--- src/rtl/syn_gpu_pkg.sv ---
// rtl/syn_gpu_pkg.sv - shared GPU types and constants
package syn_gpu_pkg;

  localparam int P_X_W      = 10;
  localparam int P_Y_W      = 10;
  localparam int P_FF_DEPTH = 256;

  typedef struct packed {
    logic [P_X_W-1:0] x;
    logic [P_Y_W-1:0] y;
  } point_t;

  typedef enum logic [1:0] {
    ARB   = 2'd0,
    FLUSH = 2'd1,
    DONE  = 2'd2
  } ff_arb_state_t;

endpackage

--- src/rtl/syn_rr_arb.sv ---
// rtl/syn_rr_arb.sv - combinational N-way round-robin priority picker
module syn_rr_arb #(
  parameter int N  = 4,
  parameter int IW = $clog2(N)
) (
  input  logic [N-1:0]  req,
  input  logic [IW-1:0] last,
  output logic [N-1:0]  gnt,
  output logic [IW-1:0] gnt_idx
);

  logic [IW-1:0] cand;
  logic          found;

  // Scan starting one past the last winner so the previous winner has lowest priority.
  always_comb begin
    gnt     = '0;
    gnt_idx = last;
    cand    = '0;
    found   = 1'b0;
    for (int k = 1; k <= N; k++) begin
      cand = IW'((int'(last) + k) % N);
      if (!found && req[cand]) begin
        gnt[cand] = 1'b1;
        gnt_idx   = cand;
        found     = 1'b1;
      end
    end
  end

endmodule

--- src/rtl/syn_gpu_ff_arb.sv ---
// rtl/syn_gpu_ff_arb.sv - round-robin write arbiter, read gate and flush sequencer for the point FIFO
module syn_gpu_ff_arb
  import syn_gpu_pkg::*;
#(
  parameter int NUM_AGENTS = 4,
  parameter int DEPTH      = P_FF_DEPTH,
  parameter int WIDTHX     = P_X_W,
  parameter int WIDTHY     = P_Y_W,
  parameter int CNT_W      = $clog2(DEPTH + 1)
) (
  input  logic                                 clk_ir,
  input  logic                                 rst_il,
  input  logic [NUM_AGENTS-1:0]                agent_req_i,
  input  logic [NUM_AGENTS*(WIDTHX+WIDTHY)-1:0] agent_pt_i,
  output logic [NUM_AGENTS-1:0]                agent_gnt_o,
  input  logic                                 cons_rd_req_i,
  output logic                                 cons_rd_ack_o,
  input  logic                                 flush_i,
  output logic                                 flush_done_o,
  output logic                                 ff_wr_en_o,
  output logic [WIDTHX+WIDTHY-1:0]             ff_wr_pt_o,
  output logic                                 ff_rd_en_o,
  input  logic                                 ff_empty_i,
  input  logic                                 ff_full_i,
  input  logic [WIDTHX+WIDTHY-1:0]             ff_waddr_i,
  input  logic [WIDTHX+WIDTHY-1:0]             ff_raddr_i,
  output logic [CNT_W-1:0]                     occ_o
);

  localparam int PT_W = WIDTHX + WIDTHY;
  localparam int IW   = $clog2(NUM_AGENTS);

  ff_arb_state_t state_q, state_d;

  logic [NUM_AGENTS-1:0] gnt_q;
  logic [NUM_AGENTS-1:0] pick;
  logic [IW-1:0]         pick_idx;
  logic [IW-1:0]         last_q;
  logic                  wr_en_q;
  logic [PT_W-1:0]       pt_q;
  logic [CNT_W-1:0]      occ_q;
  logic [PT_W-1:0]       agent_pt [NUM_AGENTS];

  logic room;
  logic grant_ok;
  logic rd_en;
  logic ack;
  logic done;

  for (genvar a = 0; a < NUM_AGENTS; a++) begin : g_unpack
    assign agent_pt[a] = agent_pt_i[a*PT_W +: PT_W];
  end

  syn_rr_arb #(
    .N  (NUM_AGENTS),
    .IW (IW)
  ) u_rr_arb (
    .req     (agent_req_i),
    .last    (last_q),
    .gnt     (pick),
    .gnt_idx (pick_idx)
  );

  // The grant already registered is counted as occupied so back-to-back grants never overfill.
  assign room = ({1'b0, occ_q} + (CNT_W+1)'(wr_en_q)) < (CNT_W+1)'(DEPTH);

  always_comb begin
    state_d  = state_q;
    grant_ok = 1'b0;
    rd_en    = 1'b0;
    ack      = 1'b0;
    done     = 1'b0;
    case (state_q)
      ARB: begin
        grant_ok = !flush_i && room && !ff_full_i;
        rd_en    = !flush_i && cons_rd_req_i && (occ_q != '0) && !ff_empty_i;
        ack      = rd_en;
        if (flush_i) state_d = FLUSH;
      end
      FLUSH: begin
        rd_en = (occ_q != '0);
        if ((occ_q == '0) && !wr_en_q) state_d = DONE;
      end
      DONE: begin
        done    = 1'b1;
        state_d = ARB;
      end
      default: state_d = ARB;
    endcase
  end

  always_ff @(posedge clk_ir or posedge rst_il) begin
    if (rst_il) begin
      state_q <= ARB;
      gnt_q   <= '0;
      wr_en_q <= 1'b0;
      pt_q    <= '0;
      last_q  <= IW'(NUM_AGENTS - 1);
      occ_q   <= '0;
    end else begin
      state_q <= state_d;
      occ_q   <= occ_q + CNT_W'(wr_en_q) - CNT_W'(rd_en);
      if (grant_ok && (|agent_req_i)) begin
        gnt_q   <= pick;
        wr_en_q <= 1'b1;
        pt_q    <= agent_pt[pick_idx];
        last_q  <= pick_idx;
      end else begin
        gnt_q   <= '0;
        wr_en_q <= 1'b0;
      end
    end
  end

  assign agent_gnt_o   = gnt_q;
  assign ff_wr_en_o    = wr_en_q;
  assign ff_wr_pt_o    = pt_q;
  assign ff_rd_en_o    = rd_en;
  assign cons_rd_ack_o = ack;
  assign flush_done_o  = done;
  assign occ_o         = occ_q;

  a_no_wr_when_full: assert property (@(posedge clk_ir) disable iff (rst_il)
    !(ff_wr_en_o && ff_full_i));

  a_occ_in_range: assert property (@(posedge clk_ir) disable iff (rst_il)
    ({1'b0, occ_q} <= (CNT_W+1)'(DEPTH)));

  a_no_overflow: assert property (@(posedge clk_ir) disable iff (rst_il)
    !(wr_en_q && !rd_en && ({1'b0, occ_q} == (CNT_W+1)'(DEPTH))));

  a_no_underflow: assert property (@(posedge clk_ir) disable iff (rst_il)
    !(rd_en && !wr_en_q && (occ_q == '0)));

  a_ptrs_known: assert property (@(posedge clk_ir) disable iff (rst_il)
    !$isunknown({ff_waddr_i, ff_raddr_i}));

endmodule

--- config.mk ---
export PLATFORM = sky130hd
export DESIGN_NAME = syn_gpu_ff_arb
export DESIGN_NICKNAME = d
export VERILOG_FILES = /design/src/rtl/syn_gpu_pkg.sv /design/src/rtl/syn_rr_arb.sv /design/src/rtl/syn_gpu_ff_arb.sv
export SDC_FILE = /design/constraint.sdc
export NUM_CORES = 1
export LEC_CHECK = 0
export BUFFER_PORTS_ARGS = -buffer_cell sky130_fd_sc_hd__buf_2
export CAP_MARGIN = 20
export CORE_ASPECT_RATIO = 0.8
export CORE_MARGIN = 2
export CORE_UTILIZATION = 45
export DETAILED_ROUTE_END_ITERATION = 16
export PLACE_DENSITY_LB_ADDON = 0.2
export SYNTH_ARGS = -nofsm -noshare
export SYNTH_HDL_FRONTEND = slang
export SYNTH_HIERARCHICAL = 1
export SYNTH_SLANG_ARGS = --single-unit
--- constraint.sdc ---
create_clock -name clk_ir -period 4.48 [get_ports clk_ir]
set_clock_uncertainty 0.05 [all_clocks]
set_input_delay 0.672 -clock clk_ir [delete_from_list [all_inputs] [get_ports clk_ir]]
set_output_delay 0.672 -clock clk_ir [all_outputs]
set_load 0.02 [all_outputs]
---- Word-level counts from Yosys, hierarchy flattened ----
Cells that the tools add are included.
storage, ports and cells
  register bits ........................... 38
  bits of input ports ..................... 130
  output and inout bits ................... 37
  logic and storage cells ................. 96
cells by class
  $add $sub $neg .......................... 7
  order comparisons ....................... 10
  eq/ne operators ......................... 4
  multiplexer cells ....................... 39
  bitwise operators ....................... 4
  reductions and logical operators ........ 26
operators by type and width
  operator                                                                              number
  20-bit binary-select mux with 2-bit select                                            1
  20-bit two-way mux                                                                    2
  4-bit two-way mux                                                                     5
  1-bit two-way mux                                                                     15
  1-bit logical AND                                                                     14
  2-bit by 3-bit < comparator with 1-bit output (second input constant)                 4
  2-bit two-way mux                                                                     6
  4-bit bitwise OR                                                                      3
  9-bit by 1-bit adder with 10-bit output                                               1
  10-bit by 9-bit < comparator with 1-bit output (second input constant)                1
  9-bit by 1-bit adder with 9-bit output                                                1
  9-bit logical NOT                                                                     1
  9-bit nonzero test                                                                    1
  9-bit by 1-bit subtractor with 9-bit output                                           1
  1-bit binary-select mux with 2-bit select                                             4
  1-bit demux with 2-bit select                                                         4
  2-bit by 1-bit greater-or-equal comparator with 1-bit output (second input constant)  4
  1-bit logical NOT                                                                     7
  2-bit by 1-bit adder with 2-bit output (second input constant)                        2
  2-bit adder (second input constant)                                                   2
  2-bit != test (second input constant)                                                 2
  2-bit case mux with 2 select lines                                                    1
  4-bit OR reduction                                                                    1
  3-bit greater-or-equal comparator (second input constant)                             1
  other kinds (6)                                                                       6

---- Logic depth before layout (Yosys ltp) ----
Gate-level depths: netlist of the first run.
  depth in word-level cells ............... 17
  gate-level depth with buffers ........... 15
  gate-level depth less buffers ........... 15

---- By module ----
Netlist of the first run, hierarchy kept.
modules (own cells, without submodules)
  module          times used  cells an instance  area an instance (um^2)  seq. area each (um^2)
  syn_gpu_ff_arb  1           176                2382.3                   953.4
  syn_rr_arb      1           80                 576.8                    0.0

---- Worst setup path before layout of the first run ----
Ideal clock, no wire load.
  path type ............................... register to register
  start ................................... register occ_q[4] (netlist: occ_o[4])
  end ..................................... register occ_q[8] (netlist: occ_o[8])
  library setup time ...................... 0.094 ns
  arrival ................................. 3.399 ns
  required time ........................... 4.336 ns
  path slack .............................. 0.937 ns
  stages on the path, launching flop included .. 16
  buffers on the path ..................... 0
  clock period less this slack ............ 3.543 ns
  path through ............................ dfrtp_1 inv_1 ha_1 nor4b_1 and3_1 nor3_1 ha_1 inv_1 ha_1 inv_1 fa_1 nor2b_1 o21bai_1 a211oi_1 nor4b_1 a211oi_1
between the ends
  word-level cells in the longest chain between the ends .. 5
  elaborated cells on any way between the ends .. 6
  those cells by class .................... add/sub (2); mux (1); reduce/logical (3)
RTL lines
  element                                        RTL line                                    RTL
  from (decl)                                    syn_gpu_ff_arb.sv:41                        logic [CNT_W-1:0] occ_q;
  from (signal assigned)                         syn_gpu_ff_arb.sv:102                       occ_q <= occ_q + CNT_W'(wr_en_q) - CNT_W'(rd_en);
  9-bit nonzero test *                           syn_gpu_ff_arb.sv:76, syn_gpu_ff_arb.sv:81
  1-bit logical AND (2 in series)                syn_gpu_ff_arb.sv:76                        rd_en = !flush_i && cons_rd_req_i && (occ_q != '0) && !ff_empty_i;
  1-bit case mux with 2 select lines *           syn_gpu_ff_arb.sv:73                        case (state_q)
  named net ff_rd_en_o                           syn_gpu_ff_arb.sv:22                        output logic ff_rd_en_o,
  9-bit by 1-bit subtractor with 9-bit output *  syn_gpu_ff_arb.sv:102
The timed path passes the listed nets; every way through them passes the cells marked *.
A chain may end at the register's enable or synchronous reset.

---- Worst setup path in the final report of the first run ----
  start ................................... register last_q[0]
  end ..................................... register pt_q[2] (netlist: ff_wr_pt_o[2])
between the ends
  word-level cells in the longest chain between the ends .. 17
  elaborated cells on any way between the ends .. 29
  those cells by class .................... add/sub (4); mux (18); bitwise (1); reduce/logical (6)
RTL lines
  element                                                   RTL line               RTL
  from (decl)                                               syn_gpu_ff_arb.sv:38   logic [IW-1:0] last_q;
  from (signal assigned)                                    syn_gpu_ff_arb.sv:98   last_q <= IW'(NUM_AGENTS - 1);
  from (signal assigned)                                    syn_gpu_ff_arb.sv:107  last_q <= pick_idx;
  2-bit by 1-bit adder with 2-bit output                    syn_rr_arb.sv:22       cand = IW'((int'(last) + k) % N);
  1-bit binary-select mux with 2-bit select                 syn_rr_arb.sv:23       if (!found && req[cand]) begin
  1-bit two-way mux (not written as such)                   syn_rr_arb.sv:23
  1-bit two-way mux                                         syn_rr_arb.sv:23
  1-bit logical NOT                                         syn_rr_arb.sv:23
  1-bit logical AND                                         syn_rr_arb.sv:23
  1-bit two-way mux                                         syn_rr_arb.sv:23
  1-bit logical NOT                                         syn_rr_arb.sv:23
  1-bit logical AND                                         syn_rr_arb.sv:23
  1-bit two-way mux                                         syn_rr_arb.sv:23
  1-bit logical NOT                                         syn_rr_arb.sv:23
  1-bit logical AND                                         syn_rr_arb.sv:23
  2-bit two-way mux *                                       syn_rr_arb.sv:23
  named net pick_idx[0]                                     syn_gpu_ff_arb.sv:37   logic [IW-1:0] pick_idx;
  2-bit inverter with 3-bit output (not written as such) *  syn_gpu_ff_arb.sv:106  pt_q <= agent_pt[pick_idx];
  20-bit binary-select mux with 2-bit select *              syn_gpu_ff_arb.sv:106
  20-bit two-way mux (not written as such) * (2 in series)  syn_gpu_ff_arb.sv:106
  to (signal assigned)                                      syn_gpu_ff_arb.sv:106
  to (decl)                                                 syn_gpu_ff_arb.sv:40   logic [PT_W-1:0] pt_q;
The timed path passes the listed nets; every way through them passes the cells marked *. The select of a mux whose other input is x is not followed.

==> reports/metrics.csv, run 1 <==
stage;metric;value;unit
worst_setup_path;CP Max Fanout;21;
timing;# setup viols final;0;
synthesis;Warnings, synthesis;6;
detailed_routing;DRT antenna net count;0;
synthesis;Yosys top cell area share;0.3044;
clock_tree;postcts setup bufs;0;
pwr;pwr dens;581.5;nW/um^2
grt;first-pass GRT wire length;11980;um
layout;design area;3762;um^2
detailed_routing;vias per cell;5.362;
pwr;Clock Power Share;0.121;
grt;initial antenna violation count;0;
grt;met1 Use GR;0.2799;
clock_tree;Clk Latency, worst-skew pair;300;ps
pwr;Psw;0.9640;mW
worst_setup_path;Worst setup SP type;flop;
place;Post-DP Area;3667;um^2
synthesis;#FFs+latches synth;38;
grt;met3 Usage GRT;0.04550;
synthesis;syn_area_per_cell;11.56;um^2
detailed_routing;DR iter-0 viols;91;
timing;RSZ-0062 raised after global routing;no;
detailed_routing;DRT Pass-1 Iters;5;
die;Chip Height;76.53;um
clock_tree;H-tree levels;2;
place;DP Cell Count;456;
grt;largest net degree at the start of global routing;39;
worst_setup_path;R2R setup slack;580;ps
layout;Final Core Density;0.5901;
detailed_routing;final wirelength;7190;um
layout;fin cells;464;
die;Initial Util;0.4641;
synthesis;library cells used by synthesis;51;
worst_setup_path;element type at the critical path end;flop;
layout;fin nets;537;
synthesis;cell taking the most area after synthesis;dfrtp_1;
timing;minimum clock period;3899;ps
die;num ports;167;
outcome;status;finished, final reports clean;
timing;Period Utilization, post-route;0.8703;
clock_tree;clk sink count;38;
timing;setup TNS;0;ps
grt;GRT Util Overall;0.2088;
pwr;switch share;0.4407;
pwr;power share of the sequential group;0.266;
grt;grt met2 use;0.3390;
clock_tree;maximum root-to-sink buffer count;2;
clock_tree;clock root buffer;clkbuf_8;
die;standard-cell rows;26;
synthesis;synthesized net count;414;
grt;layer with the highest usage;met2;
hold_path;Hold Path Class;in -> async;
synthesis;ys async rst share;1.000;
pwr;Peak VDD IR;0.4330;mV
die;Die Wd;94.66;um
grt;Overflow after GRT;0;
layout;ANT cells;0;
clock_tree;# hold bufs at CTS;0;
synthesis;Synth Flop Type;dfrtp_1;
layout;layout cells sized above 1;0.5053;
clock_tree;post_cts resized;0;
timing;max_slew headroom;0.3571;
pwr;Logic pwr share;0.613;
synthesis;sequential area share after synthesis;0.3222;
synthesis;Post-synth EDFFs;0;
synthesis;mapped cell area;2959;um^2
timing;hold slack;431.9;ps
clock_tree;CTS tree;yes;
pwr;Pleak;1.874;nW
timing;final hold violation count;0;
layout;Area Growth Syn to Fin;27.15;%
clock_tree;Clock transition at path regs;90;ps
timing;Slew @ Worst Pin;960.7;ps
place;detailed placer's ending HPWL;5506;um
place;routability cong.;0.7602;
grt;vias in the first global route;2528;
detailed_routing;post-route DRC violation count;0;
synthesis;Post-Synthesis Cells;256;
place;PortBufs;126;
clock_tree;TritonCTS Buffers;5;
die;Core ar.;6376;um^2
pwr;Int Pwr;1.224;mW
worst_setup_path;Worst Path Required;4620;ps
detailed_routing;DR WL/cell;15.50;um
worst_setup_path;path type of the worst setup path;reg -> reg;
timing;Fmax;0.2565;GHz
synthesis;Synth area leaders;dfrtp_1, mux4_2, ha_1, mux2_2, inv_1;
worst_setup_path;CP Data Arrival Time;4040;ps
timing;Slew Limit Fails;0;
detailed_routing;via count;2488;
die;Die Area;7244;um^2
run;max cap viols;0;
==> worst max-delay path, cell delays in order (launching register included) <==
cell     delay, ps
dfstp_2        810
inv_1          260
ha_1           510
mux4_2         370
o22ai_1        150
o21ai_4        760
mux4_2         610
mux2_2         270
==> synth_stat cells (all sizes together), types with 2 or more instances <==
library cell  number
a211oi             4
a21oi              6
a221o              5
a22oi              3
and2               5
and3b              3
buf               11
clkbuf             2
dfrtp             36
dfstp              2
ha                27
inv               18
mux2              23
mux4              22
nand2             12
nand2b             3
nand3              2
nand3b             3
nand4              2
nor2              18
nor2b              3
nor3               5
nor4               2
nor4b              2
o21ai             10
o21bai             2
o22ai              2
xnor2              2
xor2               5
==> power by group through the flow <==
stage                     combinational [mW]  sequential [mW]  clock (mW)
after floorplan                        0.921            0.669           0
after global placement                  1.31            0.584           0
after detailed placement                1.35            0.589           0
after CTS                               1.35            0.583       0.270
after global routing                    1.48            0.602       0.284
final                                   1.34            0.581       0.265
==> cell families after synthesis <==
kind of cell             share of synthesized area
AND/OR/NAND/NOR                             0.1180
XOR/XNOR                                   0.02072
adder cells (fa/ha/maj)                     0.1209
multiplexers                                0.2584
buffers and inverters                      0.05201
AO/OA/AOI/OAI                               0.1078
flip-flops                                  0.3222
==> registers in the layout (all words and copies together), names as in the netlist <==
name and flops:
state_q 2, agent_gnt_o 4, occ_o 9, ff_wr_pt_o 20
ff_wr_en_o 1, last_q 2
==> layout make-up <==
class                           instances  area [um^2]
Timing Repair Buffer                  129        673.1
Multi-Input combinational cell        187         1868
Clock inverter                          2        12.51
Clock buffer                            6        82.58
Inverter                               18        67.56
Sequential cell                        38        953.4
Tap cell                               84        105.1
Fill cell                             584         2614
==> worst paths after layout <==
check | from | to | depth (start not counted)
max in group asynchronous | rst_il | last_q[0] | 3
worst min register to register | ff_wr_pt_o[10] | ff_wr_pt_o[10] | 1
worst max-delay path | last_q[0] | ff_wr_pt_o[2] | 7
worst max register to register | last_q[0] | ff_wr_pt_o[2] | 7
min in group clk_ir | ff_wr_pt_o[10] | ff_wr_pt_o[10] | 1
worst min-delay path | rst_il | ff_wr_en_o | 3
==> per-stage QoR <==
step	power (mW)	setup slack, ps
2_1_floorplan	1.590	936.8
3_3_place_gp	1.892	594.6
3_5_place_dp	1.934	532.0
4_1_cts	2.204	515.8
5_1_grt	2.371	267.5
6_report	2.188	581.1
==> routing by layer <==
metal  wire, um  share of wire
met5          0              0
met4         97          0.013
met3        358          0.050
met2       3649           0.51
met1       3085           0.43
==> layout by cell type (no fill, tap or decap), types with 5 or more instances in the layout <==
master    instances
nand2_1          12
a21oi_1           6
mux2_2           23
xor2_1            5
buf_2           126
dfrtp_1          36
nor2_1           18
o21ai_1           5
and2_1            5
clkbuf_8          6
ha_1             27
mux4_2           22
a221o_1           5
inv_1            18
(Power assumes the default switching activity.)
==> run 2, diff against run 1 <==
- PLACE_DENSITY: default -> 0.84
- PLACE_DENSITY_LB_ADDON: 0.2 -> default
==> reports/metrics.csv, run 2 (synthesis gave the netlist of run 1 again) <==
stage;metric;value;unit
worst_setup_path;path type of the worst setup path;reg -> reg;
run;max cap viols;0;
layout;FILL cells;529;
grt;grt met2 use;0.3433;
die;Die Area;7244;um^2
grt;initial antenna violation count;0;
layout;design area;3757;um^2
place;routability cong.;0.8417;
layout;max reg flops;20;
worst_setup_path;critical path's top delay family;multiplexers;
clock_tree;# hold bufs at CTS;0;
die;Chip Height;76.53;um
grt;GRT Util Overall;0.1997;
detailed_routing;DRT Pass-1 Iters;4;
grt;Overflow after GRT;0;
layout;ANT cells;0;
timing;minimum clock period;3765;ps
timing;setup TNS;0;ps
timing;setup ws final;714.9;ps
clock_tree;Clk Latency, worst-skew pair;290;ps
layout;commonest non-fill, non-tap cell in the layout;buf_2;
place;PortBufs;126;
grt;vias in the first global route;2575;
worst_setup_path;Critical Path Source;last_q[0];
outcome;status;finished, final reports clean;
worst_setup_path;Worst Path Required;4600;ps
worst_setup_path;Reg2Reg Launch Point;last_q[0];
clock_tree;TritonCTS Buffers;5;
grt;met1 Use GR;0.2585;
timing;# setup viols final;0;
pwr;Pleak;1.876;nW
place;DP Cell Count;457;
worst_setup_path;number of buffers and inverters on the critical path;2;
place;Post-DP Area;3675;um^2
worst_setup_path;Worst setup SP type;flop;
timing;final hold violation count;0;
grt;first-pass GRT wire length;11620;um
timing;Slew Limit Fails;0;
clock_tree;clk sink count;38;
layout;most frequent cells in the layout;buf_2, dfrtp_1, ha_1;
grt;layer with the highest usage;met2;
worst_setup_path;Worst path depth;9;
detailed_routing;post-route DRC violation count;0;
layout;fin nets;538;
grt;largest net degree at the start of global routing;39;
die;Initial Util;0.4641;
detailed_routing;DR iter-0 viols;93;
layout;layout cells sized above 1;0.5039;
worst_setup_path;worst r2r dst;ff_wr_pt_o[5];
detailed_routing;via count;2511;
die;Core ar.;6376;um^2
pwr;Design Power;2.164;mW
clock_tree;maximum root-to-sink buffer count;2;
worst_setup_path;CP Max Fanout;21;
layout;fin cells;465;
pwr;pwr dens;575.9;nW/um^2
pwr;Peak VDD IR;0.4392;mV
grt;met3 Usage GRT;0.04253;
timing;Slew @ Worst Pin;514.0;ps
timing;max_slew headroom;0.6528;
clock_tree;Clock transition at path regs;80;ps
worst_setup_path;R2R setup slack;710;ps
clock_tree;postcts setup bufs;0;
timing;RSZ-0062 raised after global routing;no;
worst_setup_path;CP max-delay cell;dfstp_2;
worst_setup_path;CP Data Arrival Time;3880;ps
die;num ports;167;
layout;Area Growth Syn to Fin;26.98;%
worst_setup_path;cell-by-cell listing of the critical path;inv_1, ha_1, mux4_2, o22ai_1, nand2_1, o21ai_4, buf_4, mux4_2, mux2_2;
detailed_routing;DR WL/cell;14.90;um
die;Die Wd;94.66;um
worst_setup_path;FF-to-FF path depth;9;
worst_setup_path;element type at the critical path end;flop;
clock_tree;H-tree levels;2;
worst_setup_path;Critical Path End;ff_wr_pt_o[5];
worst_setup_path;slowest stage delay, CP;800;ps
clock_tree;post_cts resized;0;
place;detailed placer's ending HPWL;5283;um
timing;Fmax;0.2656;GHz
detailed_routing;vias per cell;5.400;
timing;Period Utilization, post-route;0.8404;
clock_tree;clock root buffer;clkbuf_8;
clock_tree;CTS tree;yes;
place;Place WS;706.4;ps
die;standard-cell rows;26;
worst_setup_path;Most common cell on crit path;mux4_2;
hold_path;Hold Path Class;in -> async;
detailed_routing;final wirelength;6929;um
detailed_routing;DRT antenna net count;0;
## run 2: cell count changes in the layout (fill, tap and decap cells not counted), sizes merged
cell,before,now
clkinvlp,1,0
buf,129,130
clkinv,1,2
## run 2: worst min path at each step
stage,from,end
5_1_grt,rst_il,state_q[1]
6_report,rst_il,occ_o[2]
2_1_floorplan,state_q[1],state_q[0]
3_3_place_gp,ff_wr_pt_o[0],ff_wr_pt_o[0]
4_1_cts,rst_il,occ_o[1]
3_5_place_dp,ff_wr_pt_o[17],ff_wr_pt_o[17]
## run 2: final cells by class
cell class	count	area, um^2	share of cell area
Tap cell	84	105.1	0.02797
Clock inverter	2	10.01	0.002664
Clock buffer	6	72.57	0.01931
Sequential cell	38	953.4	0.2537
Timing Repair Buffer	130	680.7	0.1812
Inverter	18	67.56	0.01798
Multi-Input combinational cell	187	1868	0.4972
## run 2: metrics by stage
| stage | util | hold slack [ps] |
|---|---|---|
| floorplan | - | 422.1 |
| global placement | 0.5720 | 433.6 |
| detailed placement | 0.5763 | 440.3 |
| CTS | 0.5893 | 453.6 |
| global route | 0.5893 | 478.3 |
| finish | 0.5893 | 435.0 |
## run 2: metal layers
metal  vias up  part of all wire
li1       1196                 -
met4         0            0.0079
met1      1230              0.42
met3         4             0.056
met2        81              0.52
met5         -                 0
## run 2: tightest hold or removal path, stage by stage
cell and delay (ps):
buf_2 100, inv_1 40, buf_4 410
## run 2: where the power goes
group	switching [mW]	internal (mW)
combinational	0.713	0.642
sequential	0.118	0.460
clock	0.122	0.108
total	0.954	1.21
